`src/rtl/dma_row_writer_if.sv`:
```
// dma_row_writer_if: control, row-stream and RAM-port signals of the DMA row writer.
interface dma_row_writer_if #(
    parameter int ROW_SIZE   = 16,
    parameter int BLOCK_SIZE = 4,
    parameter int ADDR_WIDTH = 16,
    parameter int CNT_WIDTH  = 8
);
    logic                  start;
    logic [ADDR_WIDTH-1:0] base_addr;
    logic [CNT_WIDTH-1:0]  row_count;
    logic                  abort;
    logic [ROW_SIZE-1:0]   row_in;
    logic                  row_valid;
    logic                  row_ready;
    logic                  ram_enable;
    logic                  ram_write;
    logic [ADDR_WIDTH-1:0] ram_address;
    logic [BLOCK_SIZE-1:0] output_to_ram;
    logic                  busy;
    logic                  done;
    modport master (
        output start, base_addr, row_count, abort, row_in, row_valid,
        input  row_ready, ram_enable, ram_write, ram_address, output_to_ram, busy, done
    );
    modport slave (
        input  start, base_addr, row_count, abort, row_in, row_valid,
        output row_ready, ram_enable, ram_write, ram_address, output_to_ram, busy, done
    );
endinterface

```
`src/rtl/dma_row_writer.sv`:
```
// dma_row_writer: writes row_count decompressed rows to RAM, one BLOCK_SIZE slice per cycle,
// LSB slice first, at consecutive addresses starting at base_addr.
module dma_row_writer #(
    parameter int ROW_SIZE   = 16,
    parameter int BLOCK_SIZE = 4,
    parameter int ADDR_WIDTH = 16,
    parameter int CNT_WIDTH  = 8
) (
    input logic              clk,
    input logic              rst_n,
    dma_row_writer_if.slave  bus
);
    localparam int BPR = ROW_SIZE / BLOCK_SIZE;
    localparam int BW  = BPR > 1 ? $clog2(BPR) : 1;

    typedef enum logic [1:0] {IDLE, WAIT_ROW, WRITE, DONE} state_t;

    state_t                state_q, state_d;
    logic [ADDR_WIDTH-1:0] addr_q, addr_d, ram_address_q, ram_address_d;
    logic [CNT_WIDTH-1:0]  rows_q, rows_d;
    logic [ROW_SIZE-1:0]   row_q, row_d;
    logic [BW-1:0]         blk_q, blk_d;
    logic [BLOCK_SIZE-1:0] output_to_ram_q, output_to_ram_d;
    logic                  row_ready_q, row_ready_d, ram_en_q, ram_en_d;
    logic                  busy_q, busy_d, done_q, done_d, beat;

    // blk_q indexes the beat currently on the RAM port; row_q holds the slices still to go
    always_comb begin
        state_d         = state_q;
        addr_d          = addr_q;
        rows_d          = rows_q;
        row_d           = row_q;
        blk_d           = blk_q;
        ram_address_d   = ram_address_q;
        output_to_ram_d = output_to_ram_q;
        done_d          = 1'b0;
        beat            = 1'b0;
        case (state_q)
            IDLE: if (bus.start) begin
                addr_d  = bus.base_addr;
                rows_d  = bus.row_count;
                state_d = bus.row_count != '0 ? WAIT_ROW : DONE;
            end
            WAIT_ROW: if (bus.abort) state_d = IDLE;
            else if (bus.row_valid && row_ready_q) begin
                blk_d           = '0;
                beat            = 1'b1;
                output_to_ram_d = bus.row_in[BLOCK_SIZE-1:0];
                row_d           = bus.row_in >> BLOCK_SIZE;
                state_d         = WRITE;
            end
            WRITE: if (bus.abort) state_d = IDLE;
            else if (blk_q == BW'(BPR - 1)) begin
                rows_d  = rows_q - 1'b1;
                state_d = rows_d != '0 ? WAIT_ROW : DONE;
            end else begin
                blk_d           = blk_q + 1'b1;
                beat            = 1'b1;
                output_to_ram_d = row_q[BLOCK_SIZE-1:0];
                row_d           = row_q >> BLOCK_SIZE;
            end
            DONE: begin
                state_d = IDLE;
                done_d  = 1'b1;
            end
            default: state_d = IDLE;
        endcase
        ram_en_d      = beat;
        ram_address_d = beat ? addr_q : ram_address_d;
        addr_d        = beat ? addr_q + 1'b1 : addr_d;
        row_ready_d   = state_d == WAIT_ROW;
        // busy stays up through the registered done pulse that follows the DONE state
        busy_d        = state_d != IDLE || done_d;
    end

    always_ff @(posedge clk or negedge rst_n) begin
        if (!rst_n) begin
            state_q         <= IDLE;
            addr_q          <= '0;
            rows_q          <= '0;
            row_q           <= '0;
            blk_q           <= '0;
            ram_address_q   <= '0;
            output_to_ram_q <= '0;
            row_ready_q     <= 1'b0;
            ram_en_q        <= 1'b0;
            busy_q          <= 1'b0;
            done_q          <= 1'b0;
        end else begin
            state_q         <= state_d;
            addr_q          <= addr_d;
            rows_q          <= rows_d;
            row_q           <= row_d;
            blk_q           <= blk_d;
            ram_address_q   <= ram_address_d;
            output_to_ram_q <= output_to_ram_d;
            row_ready_q     <= row_ready_d;
            ram_en_q        <= ram_en_d;
            busy_q          <= busy_d;
            done_q          <= done_d;
        end
    end

    assign bus.row_ready     = row_ready_q;
    assign bus.ram_enable    = ram_en_q;
    assign bus.ram_write     = ram_en_q;
    assign bus.ram_address   = ram_address_q;
    assign bus.output_to_ram = output_to_ram_q;
    assign bus.busy          = busy_q;
    assign bus.done          = done_q;
endmodule

```
`src/flat_wrapper.sv`:
```
// flat-port wrapper written by rule: the top's interface ports become plain ports
module dma_row_writer_flat 
#(
    parameter int ROW_SIZE   = 16,
    parameter int BLOCK_SIZE = 4,
    parameter int ADDR_WIDTH = 16,
    parameter int CNT_WIDTH  = 8
)
  (clk, rst_n, bus_start, bus_base_addr, bus_row_count, bus_abort, bus_row_in, bus_row_valid, bus_row_ready, bus_ram_enable, bus_ram_write, bus_ram_address, bus_output_to_ram, bus_busy, bus_done);
  dma_row_writer_if #(.ROW_SIZE(ROW_SIZE), .BLOCK_SIZE(BLOCK_SIZE), .ADDR_WIDTH(ADDR_WIDTH), .CNT_WIDTH(CNT_WIDTH)) bus_i ();
  input logic clk;
  input logic rst_n;
  input wire logic [$bits(bus_i.start)-1:0] bus_start;
  input wire logic [$bits(bus_i.base_addr)-1:0] bus_base_addr;
  input wire logic [$bits(bus_i.row_count)-1:0] bus_row_count;
  input wire logic [$bits(bus_i.abort)-1:0] bus_abort;
  input wire logic [$bits(bus_i.row_in)-1:0] bus_row_in;
  input wire logic [$bits(bus_i.row_valid)-1:0] bus_row_valid;
  output wire logic [$bits(bus_i.row_ready)-1:0] bus_row_ready;
  output wire logic [$bits(bus_i.ram_enable)-1:0] bus_ram_enable;
  output wire logic [$bits(bus_i.ram_write)-1:0] bus_ram_write;
  output wire logic [$bits(bus_i.ram_address)-1:0] bus_ram_address;
  output wire logic [$bits(bus_i.output_to_ram)-1:0] bus_output_to_ram;
  output wire logic [$bits(bus_i.busy)-1:0] bus_busy;
  output wire logic [$bits(bus_i.done)-1:0] bus_done;
  assign bus_i.start = bus_start;
  assign bus_i.base_addr = bus_base_addr;
  assign bus_i.row_count = bus_row_count;
  assign bus_i.abort = bus_abort;
  assign bus_i.row_in = bus_row_in;
  assign bus_i.row_valid = bus_row_valid;
  assign bus_row_ready = bus_i.row_ready;
  assign bus_ram_enable = bus_i.ram_enable;
  assign bus_ram_write = bus_i.ram_write;
  assign bus_ram_address = bus_i.ram_address;
  assign bus_output_to_ram = bus_i.output_to_ram;
  assign bus_busy = bus_i.busy;
  assign bus_done = bus_i.done;
  dma_row_writer #(.ROW_SIZE(ROW_SIZE), .BLOCK_SIZE(BLOCK_SIZE), .ADDR_WIDTH(ADDR_WIDTH), .CNT_WIDTH(CNT_WIDTH)) u_core (.clk(clk), .rst_n(rst_n), .bus(bus_i));
endmodule
```
`config.mk`:
```
export PLATFORM = sky130hd
export DESIGN_NAME = dma_row_writer_flat
export DESIGN_NICKNAME = d
export VERILOG_FILES = /design/src/rtl/dma_row_writer_if.sv /design/src/rtl/dma_row_writer.sv /design/src/flat_wrapper.sv
export SDC_FILE = /design/constraint.sdc
export NUM_CORES = 1
export LEC_CHECK = 0
export CORE_UTILIZATION = 30
export DETAILED_ROUTE_END_ITERATION = 6
export GPL_TIMING_DRIVEN = 0
export SLEW_MARGIN = 15
export SYNTH_ARGS = -nofsm -noshare
export SYNTH_HDL_FRONTEND = slang
export SYNTH_SLANG_ARGS = --single-unit
```
`constraint.sdc`:
```
create_clock -name clk -period 2.05 [get_ports clk]
set_input_delay 0.5125 -clock clk [delete_from_list [all_inputs] [get_ports clk]]
set_output_delay 0.5125 -clock clk [all_outputs]
set_load 0.03 [all_outputs]
```
==> impl_metrics.yaml <==
grt:
  grtUsageTotal_pct: 15.4
  use_met3_pct: 3.40
  grt_max_degree: 38
  overflow: 0
  grt_pass1_vias: 2831
  antenna_found_initial: 0
  grt_first_pass_wirelength_um: 13600
  globalRouteMet2Util_pct: 26.2
  grt_use_met1_pct: 19.4
  grt_most_used_layer: "met2"
min_path:
  hp-class: "in -> async"
placed_design:
  port_buffers: 69
  dp_hpwl_um: 5790
  placedCellCount: 550
  place.gp.congestion: 0.826
clocking:
  cts.sinks: 64
  cts_made_buffers: 9
  cts_tree: "built"
  clk_path_buf_depth: 2
  cts_max_level: 3
  root_buffer: "clkbuf_8"
  clock_latency_ns: 0.34
  cts_hold_buf: 0
  path_clk_slew_ns: 0.07
setup_path:
  rr_endpoint: "u_core.bus.busy$_DFF_PN0_"
  critical_path.cell_chain: "inv_2 -> ha_4 -> or3b_4 -> or4_4 -> nand4_1 -> nand3_2 -> or3_1"
  required_ns: 2.26
  crit_buf_inv: 1
  startpoint_type: "flip-flop"
  cp_slowest_stage_delay_ns: 0.42
  r2r_cells: 7
  path_class: "reg -> reg"
  cp.arrival_ns: 2.23
  cp_top_family: "simple AND/OR/NAND/NOR gates"
  end_kind: "flip-flop"
  cp_slowest_cell: "or4_4"
  path_depth: 7
  critPathMaxFanout: 3
  ff2ff_setup_slack_ns: 0.03
  r2r-start: "u_core.rows_q[1]$_DFFE_PN0P_"
layout:
  nets: 494
  drive_gt1_share_pct: 16.9
  n_antenna_cell: 0
  fin_util_pct: 43.8
  fin_cells: 581
  area_delta_synth_final_pct: 41.4
synth:
  netlist_instances: 344
  synth_nets: 397
  synth_edf_count: 0
  yosysWarnings: 0
  ys.flop_type: "dfrtp_1"
  syn-cell-area_um2: 3210
  synth-seq-cells: 64
  synth.distinct_cells: 51
  postSynth.asyncResetShare_pct: 100
  ys_seq_area_share_pct: 49.9
  syn_area_per_cell_um2: 9.33
timing:
  final_hold_viol_count: 0
  worstMarginPinSlew_ns: 0.502
  slew_headroom_pct: 66.5
  rsz0062_at_grt: "yes"
  clock_skew_ns: 0.0104
  fmax_mhz: 495
  min_period_ns: 2.02
  min_period_over_period_pct: 98.5
  setup_viol: 0
  maxSlewViolCount: 0
run:
  maxCapViolCount: 0
pwr:
  p_per_area_nw_per_um2: 1290
  comb_power_share_pct: 43.3
  swShare_pct: 39.3
  static-leakage-power_nw: 1.96
  p_int_mw: 3.56
  p_sw_mw: 2.31
  irDropWorstVdd_mv: 0.501
  seqPwrFrac_pct: 38.8
  p_clk_share_pct: 18.0
route:
  remaining_drc_errors: 0
  wire_per_inst_um: 14.0
  vias: 2831
  dr.first_iter.drc_count: 87
  via_per_inst: 4.87
  drt_first_pass_iters: 4
  wirelength_um: 8160
  ant_nets: 0
floorplan:
  die_w_um: 105
  die-area_um2: 11100
  die_h_um: 105
  io_pins: 70
  core_um2: 10400
  initial_core_util_pct: 31.0
  rows: 37
status:
  outcome: "finished, final reports clean"
repair_timing:
action	4_1_cts	5_1_grt
pin swaps	3	7
gates cloned	1	1
endpoints found under the setup margin	54	43
buffers inserted	8	10
resized for setup	19	20
flip-flops by register name, indices dropped and copies added (netlist names):
signal,cells
u_core.addr_q,16
u_core.blk_q,2
u_core.bus.busy,1
u_core.bus.done,1
u_core.bus.output_to_ram,4
u_core.bus.ram_address,16
u_core.bus.ram_enable,1
u_core.bus.row_ready,1
u_core.row_q,12
u_core.rows_q,8
u_core.state_q,2
cells in the mapped netlist (2+ instances only):
cell type / n / area (µm²)
and4_1: 2 / 17.5
nand4_1: 5 / 31.3
a221oi_1: 2 / 17.5
nor2b_1: 4 / 25.0
nor3_1: 5 / 25.0
xnor2_1: 2 / 17.5
a311oi_1: 4 / 35.0
buf_2: 2 / 10.0
a22o_1: 5 / 43.8
a211oi_1: 5 / 37.5
mux2i_1: 16 / 160
o22ai_1: 7 / 43.8
nand2_1: 81 / 304
clkbuf_1: 9 / 33.8
o21ai_0: 30 / 150
dfrtp_1: 64 / 1600
and3_1: 6 / 37.5
ha_1: 8 / 100
nand2b_1: 2 / 12.5
nand3_1: 3 / 15.0
mux2_2: 2 / 22.5
inv_1: 7 / 26.3
buf_1: 3 / 11.3
a21oi_1: 18 / 90.1
nor2_1: 23 / 86.3
a21o_1: 2 / 15.0
nor4_1: 3 / 18.8
how the worst max path moves through the flow:
| stage | slack (ns) | end | from |
|---|---|---|---|
| floorplan | 0.007 | u_core.bus.busy$_DFF_PN0_ | u_core.rows_q[0]$_DFFE_PN0P_ |
| global placement | -1.72 | u_core.row_q[7]$_DFFE_PN0P_ | rst_n |
| detailed placement | -0.73 | u_core.row_q[0]$_DFFE_PN0P_ | bus_row_valid |
| CTS | 0.006 | u_core.bus.busy$_DFF_PN0_ | u_core.rows_q[1]$_DFFE_PN0P_ |
| global route | -0.04 | u_core.bus.busy$_DFF_PN0_ | u_core.rows_q[1]$_DFFE_PN0P_ |
| finish | 0.03 | u_core.bus.busy$_DFF_PN0_ | u_core.rows_q[1]$_DFFE_PN0P_ |
cell families after synthesis:
logic type,Yosys count,synth area share (%)
simple gates,144,20.5
mux,18,5.69
compound gates,84,16.4
fa+ha+maj,8,3.12
xor+xnor,2,0.546
buf+inv,24,3.90
flops,64,49.9
through the flow:
| stage | hold WS, ns | instance area [µm²] | setup slack [ns] | TNS (ns) | power (mW) |
|---|---|---|---|---|---|
| 3_5_place_dp | 0.463 | 4090 | -0.731 | -23.19 | 4.62 |
| 5_1_grt | 0.117 | 4540 | -0.0426 | -0.0799 | 6.32 |
| 4_1_cts | 0.0968 | 4390 | 0.00605 | 0 | 5.82 |
| 6_report | 0.100 | 4540 | 0.0307 | 0 | 5.87 |
| 2_1_floorplan | 0.217 | 3210 | 0.00718 | 0 | 3.72 |
| 3_3_place_gp | 0.457 | 4070 | -1.72 | -131.24 | 4.54 |
cell type report:
cell class | count | area [µm²]
well taps | 136 | 170
repair inverters | 1 | 5.00
fillers | 1037 | 5830
clock buffers | 11 | 141
plain buffers | 12 | 92.6
flip-flops and latches | 64 | 1600
multi-input cells | 257 | 1590
inverters | 8 | 35.0
repair buffers | 88 | 856
clock inverters | 4 | 45.0
power groups by stage:
stage,clock (mW),combinational (mW),sequential [mW]
floorplan,0,1.13,2.60
global placement,0,2.26,2.28
detailed placement,0,2.32,2.30
CTS,1.09,2.46,2.27
global route,1.16,2.80,2.36
finish,1.06,2.54,2.28
cells in the final DEF (no fill, tap or decap), drive strengths merged, types with 2 or more instances in the layout:
| cell type | count |
|---|---|
| dfrtp | 64 |
| mux2i | 16 |
| inv | 7 |
| clkdlybuf4s50 | 68 |
| a22o | 5 |
| a21oi | 18 |
| nand2 | 81 |
| mux2 | 2 |
| nand2b | 2 |
| buf | 27 |
| o22ai | 7 |
| xnor2 | 2 |
| a221oi | 2 |
| nor2b | 4 |
| nor3 | 5 |
| ha | 8 |
| nor2 | 25 |
| clkbuf | 15 |
| o21ai | 32 |
| clkinv | 5 |
| nor4 | 3 |
| a211oi | 5 |
| and3 | 6 |
| nand3 | 4 |
| nand4 | 5 |
| a311oi | 4 |
| a21o | 2 |
| and4 | 2 |
per-layer routing:
metal | vias up | part of all wire [%]
met5 | - | 0
met3 | 9 | 3.7
met4 | 0 | 0.98
met2 | 59 | 50
li1 | 1410 | -
met1 | 1353 | 45
No activity file was read; power rests on OpenSTA's default activity.
==> RTL change 1 (same settings) <==
Make the reset (`rst_n`) synchronous in one clocked block.
--- a/src/rtl/dma_row_writer.sv
+++ b/src/rtl/dma_row_writer.sv
@@ -74,5 +74,5 @@
     end
 
-    always_ff @(posedge clk or negedge rst_n) begin
+    always_ff @(posedge clk) begin
         if (!rst_n) begin
             state_q         <= IDLE;
Function: differs if rst_n is asserted again (counterexample within 4 cycles, from zero or initial values and one cycle with rst_n low); with rst_n held inactive, the same outputs for 10 cycles.
==> RTL change 1 against the unedited design <==
Routed wire length increased by 10%; cell count rose by 2.6%; core utilization decreased by 0.90 points; sequential cell count stayed put; area after synthesis fell by 4.0%; worst setup slack better by 0.064 ns; synthesized cell count increased by 9.9%; sequential share of layout area shrank 4.9 points; final area is 6.8% lower; via count grew 9.2%; maximum frequency rose by 3.3%.
Power is not compared: it rests on default switching activity, and its combinational part moved more than twofold at a synthesized area within 25%.
==> RTL change 1: results (changes against the unedited design) <==
DRT Pass-1 Iters 5 (+1); H-tree levels 3 (unchanged); met2 routed WL 4140 µm (+1.2%); internal power between 1.5 and 2 mW; R2R Setup Slk 0.10 ns (+0.07 ns); first-pass GRT wire length 14200 µm (+4.3%); share of cells above drive strength 1 0.125 (-0.0433); Antenna diodes 0 (unchanged); Hold Path Class flip-flop to flip-flop; Post-Place Worst Slack -0.503 ns (+0.228 ns); Top Family by Delay on Critical Path buffers and inverters; Setup crit end bus_row_ready; final hold slack 0.456 ns (+0.355 ns); largest net degree at the start of global routing 20 (-47%); GR Util met3 0.0370 (+0.00295); placed instance area 0.00393 mm² (-4.0%); Nets 511 (+3.4%); post-detail-place hpwl 6480 µm (+12%); Crit Reg-Reg Endpoint u_core.addr_q[14]$_SDFFE_PN0P_; Post-CTS Setup Bufs 0 (-8); crit path max-delay cell type clkdlybuf4s50_1; GPL Wtd Cong 0.817 (-1.1%); Critical Path Max Stage Delay 0.71 ns (+0.29 ns); Adder-Cell Fraction of Synth Area 0.0325 (+0.00130); Mapped Cells 378 (+9.9%); Post-Synth XOR/XNOR Area 0.00568 (+0.000228); met3 wire len 405 µm (+33%); Max Freq 511 MHz (+3.3%); placed insts 579 (+5.3%); net count after synthesis 431 (+8.6%); Synth Area in Compound Gates 0.229 (+0.0657); DRT met1 WL 4340 µm (+18%); register area share after synthesis 0.416 (-0.0831); WL/cell 15.1 µm (+7.3%); launch point of the worst path u_core.bus.row_ready$_SDFF_PN0_; WL final 8980 µm (+10%); status finished, final reports clean; port buffer count 68 (-1.4%); met2 Use GR 0.283 (+0.0205); synth unique cells 50 (-2.0%); top cells by area, synth dfxtp_1, a21oi_1, nand2_1, nor2_1, mux2i_1; GRT met1 Usage 0.232 (+0.0379); First DRT Iteration DRCs 160 (+84%); Worst Path Max Fanout 4 (+1); CP arrival 1.44 ns (-0.79 ns); worst-margin pin slew 0.736 ns (+0.234 ns); Worst Skew 0.0123 ns (+0.00191 ns); post_cts resized 10 (-9); FILL cells 1008 (-2.8%); Tot GR Track Use 0.174 (+0.0202); asr flop ratio synth 0 (-1.00); post-synthesis mux area share 0.0459 (-0.0110); Post-synth top cells dfxtp_1, nand2_1, a21oi_1; vias per cell 5.19 (+6.4%); number of global-route vias before repair 2904 (+2.6%)
RTL change 1: cell types whose count changed in the layout (fill, tap and decap cells not counted), moves of 5 or more:
cell      before  now
dfrtp_1       63    0
a21oi_1       18   40
a22o_1         5    0
dfxtp_1        0   62
nor2_1        22   36
a22oi_1        0   11
a211oi_1       4   16
o21ai_0       30   19
o22ai_1        7    0
nand3_1        3   10
nand2_1       81   50
buf_4         21    3
RTL change 1: final cells by class:
type | instances | area (µm²) | area share
multi-input cells | 280 | 1740 | 0.412
inverters | 11 | 41.3 | 0.00976
clock inverters | 6 | 42.5 | 0.0101
repair buffers | 70 | 698 | 0.165
well taps | 133 | 166 | 0.0393
plain buffers | 22 | 114 | 0.0269
flip-flops and latches | 64 | 1290 | 0.304
clock buffers | 10 | 138 | 0.0325
RTL change 1: worst register-to-register path: stages (launching register included):
cell and delay, ns:
dfxtp_2 0.40, inv_2 0.08, ha_2 0.30, inv_1 0.07, a211o_4 0.30, or4_1 0.51
nand3_1 0.09, a21oi_1 0.06
==> RTL change 2 (same flow settings) <==
Made on the original files. `ROW_SIZE` is set to 16 in 3 places; all go to 32.
--- a/src/rtl/dma_row_writer_if.sv
+++ b/src/rtl/dma_row_writer_if.sv
@@ -1,5 +1,5 @@
 // dma_row_writer_if: control, row-stream and RAM-port signals of the DMA row writer.
 interface dma_row_writer_if #(
-    parameter int ROW_SIZE   = 16,
+    parameter int ROW_SIZE   = 32,
     parameter int BLOCK_SIZE = 4,
     parameter int ADDR_WIDTH = 16,
--- a/src/rtl/dma_row_writer.sv
+++ b/src/rtl/dma_row_writer.sv
@@ -2,5 +2,5 @@
 // LSB slice first, at consecutive addresses starting at base_addr.
 module dma_row_writer #(
-    parameter int ROW_SIZE   = 16,
+    parameter int ROW_SIZE   = 32,
     parameter int BLOCK_SIZE = 4,
     parameter int ADDR_WIDTH = 16,
--- a/src/flat_wrapper.sv
+++ b/src/flat_wrapper.sv
@@ -2,5 +2,5 @@
 module dma_row_writer_flat 
 #(
-    parameter int ROW_SIZE   = 16,
+    parameter int ROW_SIZE   = 32,
     parameter int BLOCK_SIZE = 4,
     parameter int ADDR_WIDTH = 16,
Ports: changed (resized bus_row_in); port bits go from 70 to 86. The function was not compared with the original's and may differ.
==> RTL change 2 against the unedited design <==
Final area rose by 25%; routed wire length increased by 33%; critical endpoint is now u_core.addr_q[14]$_DFFE_PN0P_; sequential power increased by 26%; area after synthesis grew 25%; total power grew 32%; worst setup slack lost 0.030 ns; sequential cell count is 17 higher; core utilization increased by 0.28 points.
==> RTL change 2: results (changes against the unedited design) <==
Lkg Pwr 2.40 nW (+23%); vias per cell 4.93 (+1.1%); Antenna diodes 0 (unchanged); post-detail-place hpwl 7680 µm (+33%); First DRT Iteration DRCs 205 (+140%); synthesized flop and latch total 81 (+27%); Critical Path Max Stage Delay 0.38 ns (-0.04 ns); GPL Wtd Cong 0.844 (+2.2%); FILL cells 1248 (+20%); net count after synthesis 488 (+23%); clock transition at the registers of the reported paths 0.06 ns; register area share after synthesis 0.503 (+0.00459); Tmin final 2.05 ns (+0.0297 ns); status finished, final reports clean; worst-case clock buffer depth 2 (unchanged); Post-Place Worst Slack -0.249 ns (+0.482 ns); top cells by area, synth dfrtp_1, nand2_1, mux2i_1, o21ai_0, ha_1; root buffer cell clkbuf_16; Yosys warning total 0 (unchanged); Worst Path Max Fanout 8 (+5); synth unique cells 52 (+2.0%); Worst Skew 0.00764 ns (-0.00277 ns); CP arrival 2.28 ns (+0.05 ns); Post-synth top cells nand2_1, dfrtp_1, o21ai_0; Mapped Cells 418 (+22%); worst-margin pin slew 0.675 ns (+0.173 ns); largest net degree at the start of global routing 59 (+55%); placed insts 675 (+23%); Hold Path Class input port to async pin; first-pass GRT wire length 17400 µm (+28%); initial antenna violation count 0 (unchanged); DRT Pass-1 Iters 5 (+1); Top Family by Delay on Critical Path compound AO/OA/AOI/OAI gates; asr flop ratio synth 1.00 (unchanged); crit path max-delay cell type dfrtp_1; WL/cell 15.4 µm (+10%); Nets 598 (+21%); port buffer count 84 (+22%); H-tree levels 3 (unchanged); Tot GR Track Use 0.158 (+0.00408); vias 3473 (+23%); VDD IR max 0.000549 V (+9.6%); register with the most flip-flops u_core.row_q; share of cells above drive strength 1 0.152 (-0.0166)
==> RTL change 2: kinds of logic (layout without fill, tap and decap cells) <==
kind of cell             count (synthesis)  after routing  share of synthesized area
AO/OA/AOI/OAI                          107            107                      0.166
adder cells (fa/ha/maj)                  9              9                     0.0280
flip-flops                              81             81                      0.503
XOR/XNOR                                 1              1                    0.00218
buffers and inverters                   32            147                     0.0392
multiplexers                            34             34                     0.0848
AND/OR/NAND/NOR                        154            154                      0.176
==> RTL change 2: final timing paths <==
kind | slack, ns | to | cells past startpoint | from
worst max-delay path | 0.0009 | u_core.addr_q[14]$_DFFE_PN0P_ | 10 | u_core.blk_q[1]$_DFFE_PN0P_
worst min-delay path | 0.08 | u_core.row_q[10]$_DFFE_PN0P_ | 1 | rst_n
worst max register to register | 0.0009 | u_core.addr_q[14]$_DFFE_PN0P_ | 10 | u_core.blk_q[1]$_DFFE_PN0P_
worst min register to register | 0.47 | u_core.bus.ram_address[14]$_DFFE_PN0P_ | 2 | u_core.bus.ram_address[14]$_DFFE_PN0P_
max in group asynchronous | 1.33 | u_core.state_q[1]$_DFF_PN0_ | 2 | rst_n
min in group clk | 0.47 | u_core.bus.ram_address[14]$_DFFE_PN0P_ | 2 | u_core.bus.ram_address[14]$_DFFE_PN0P_
==> RTL change 2: power breakdown <==
group	total (mW)	internal (mW)	switching [mW]
clock	1.75	1.07	0.676
sequential	2.87	2.32	0.555
combinational	3.10	1.39	1.71
total	7.72	4.78	2.94
==> RTL change 2: worst register-to-register path: cells and delay by family (launching register included) <==
family	cells	cell delay, ns
AO/OA/AOI/OAI	3	0.61
flip-flops	1	0.38
AND/OR/NAND/NOR	2	0.23
buffers and inverters	3	0.37
adder cells (fa/ha/maj)	2	0.36
==> RTL change 2: cell type report <==
cell class,instances,area [µm²],share of cell area
plain buffers,25,171,0.0302
clock buffers,10,229,0.0404
clock inverters,6,91.3,0.0161
inverters,7,33.8,0.00596
multi-input cells,305,1940,0.341
flip-flops and latches,81,2030,0.358
well taps,172,215,0.0379
repair buffers,99,966,0.170
==> RTL change 2: layer usage <==
layer	share of wire	vias up	global-route usage
li1	-	1696	-
met1	0.46	1691	0.203
met2	0.49	74	0.260
met3	0.042	12	0.0441
met4	0.013	0	0.0449
met5	0	-	0
==> RTL change 2: stage by stage <==
step	area (µm²)	hold slack (ns)	total power [mW]
floorplan	4030	0.217	4.66
global placement	5080	0.462	5.67
detailed placement	5110	0.448	5.77
CTS	5510	0.0839	7.64
global route	5670	0.0864	8.25
finish	5670	0.0782	7.72
==> RTL change 2: what timing repair did <==
action / CTS / global route
pin swaps: 0 / 8
gates resized for setup: 17 / 44
setup buffers: 3 / 9
gates cloned: 0 / 2
endpoints found under the setup margin: 57 / 57
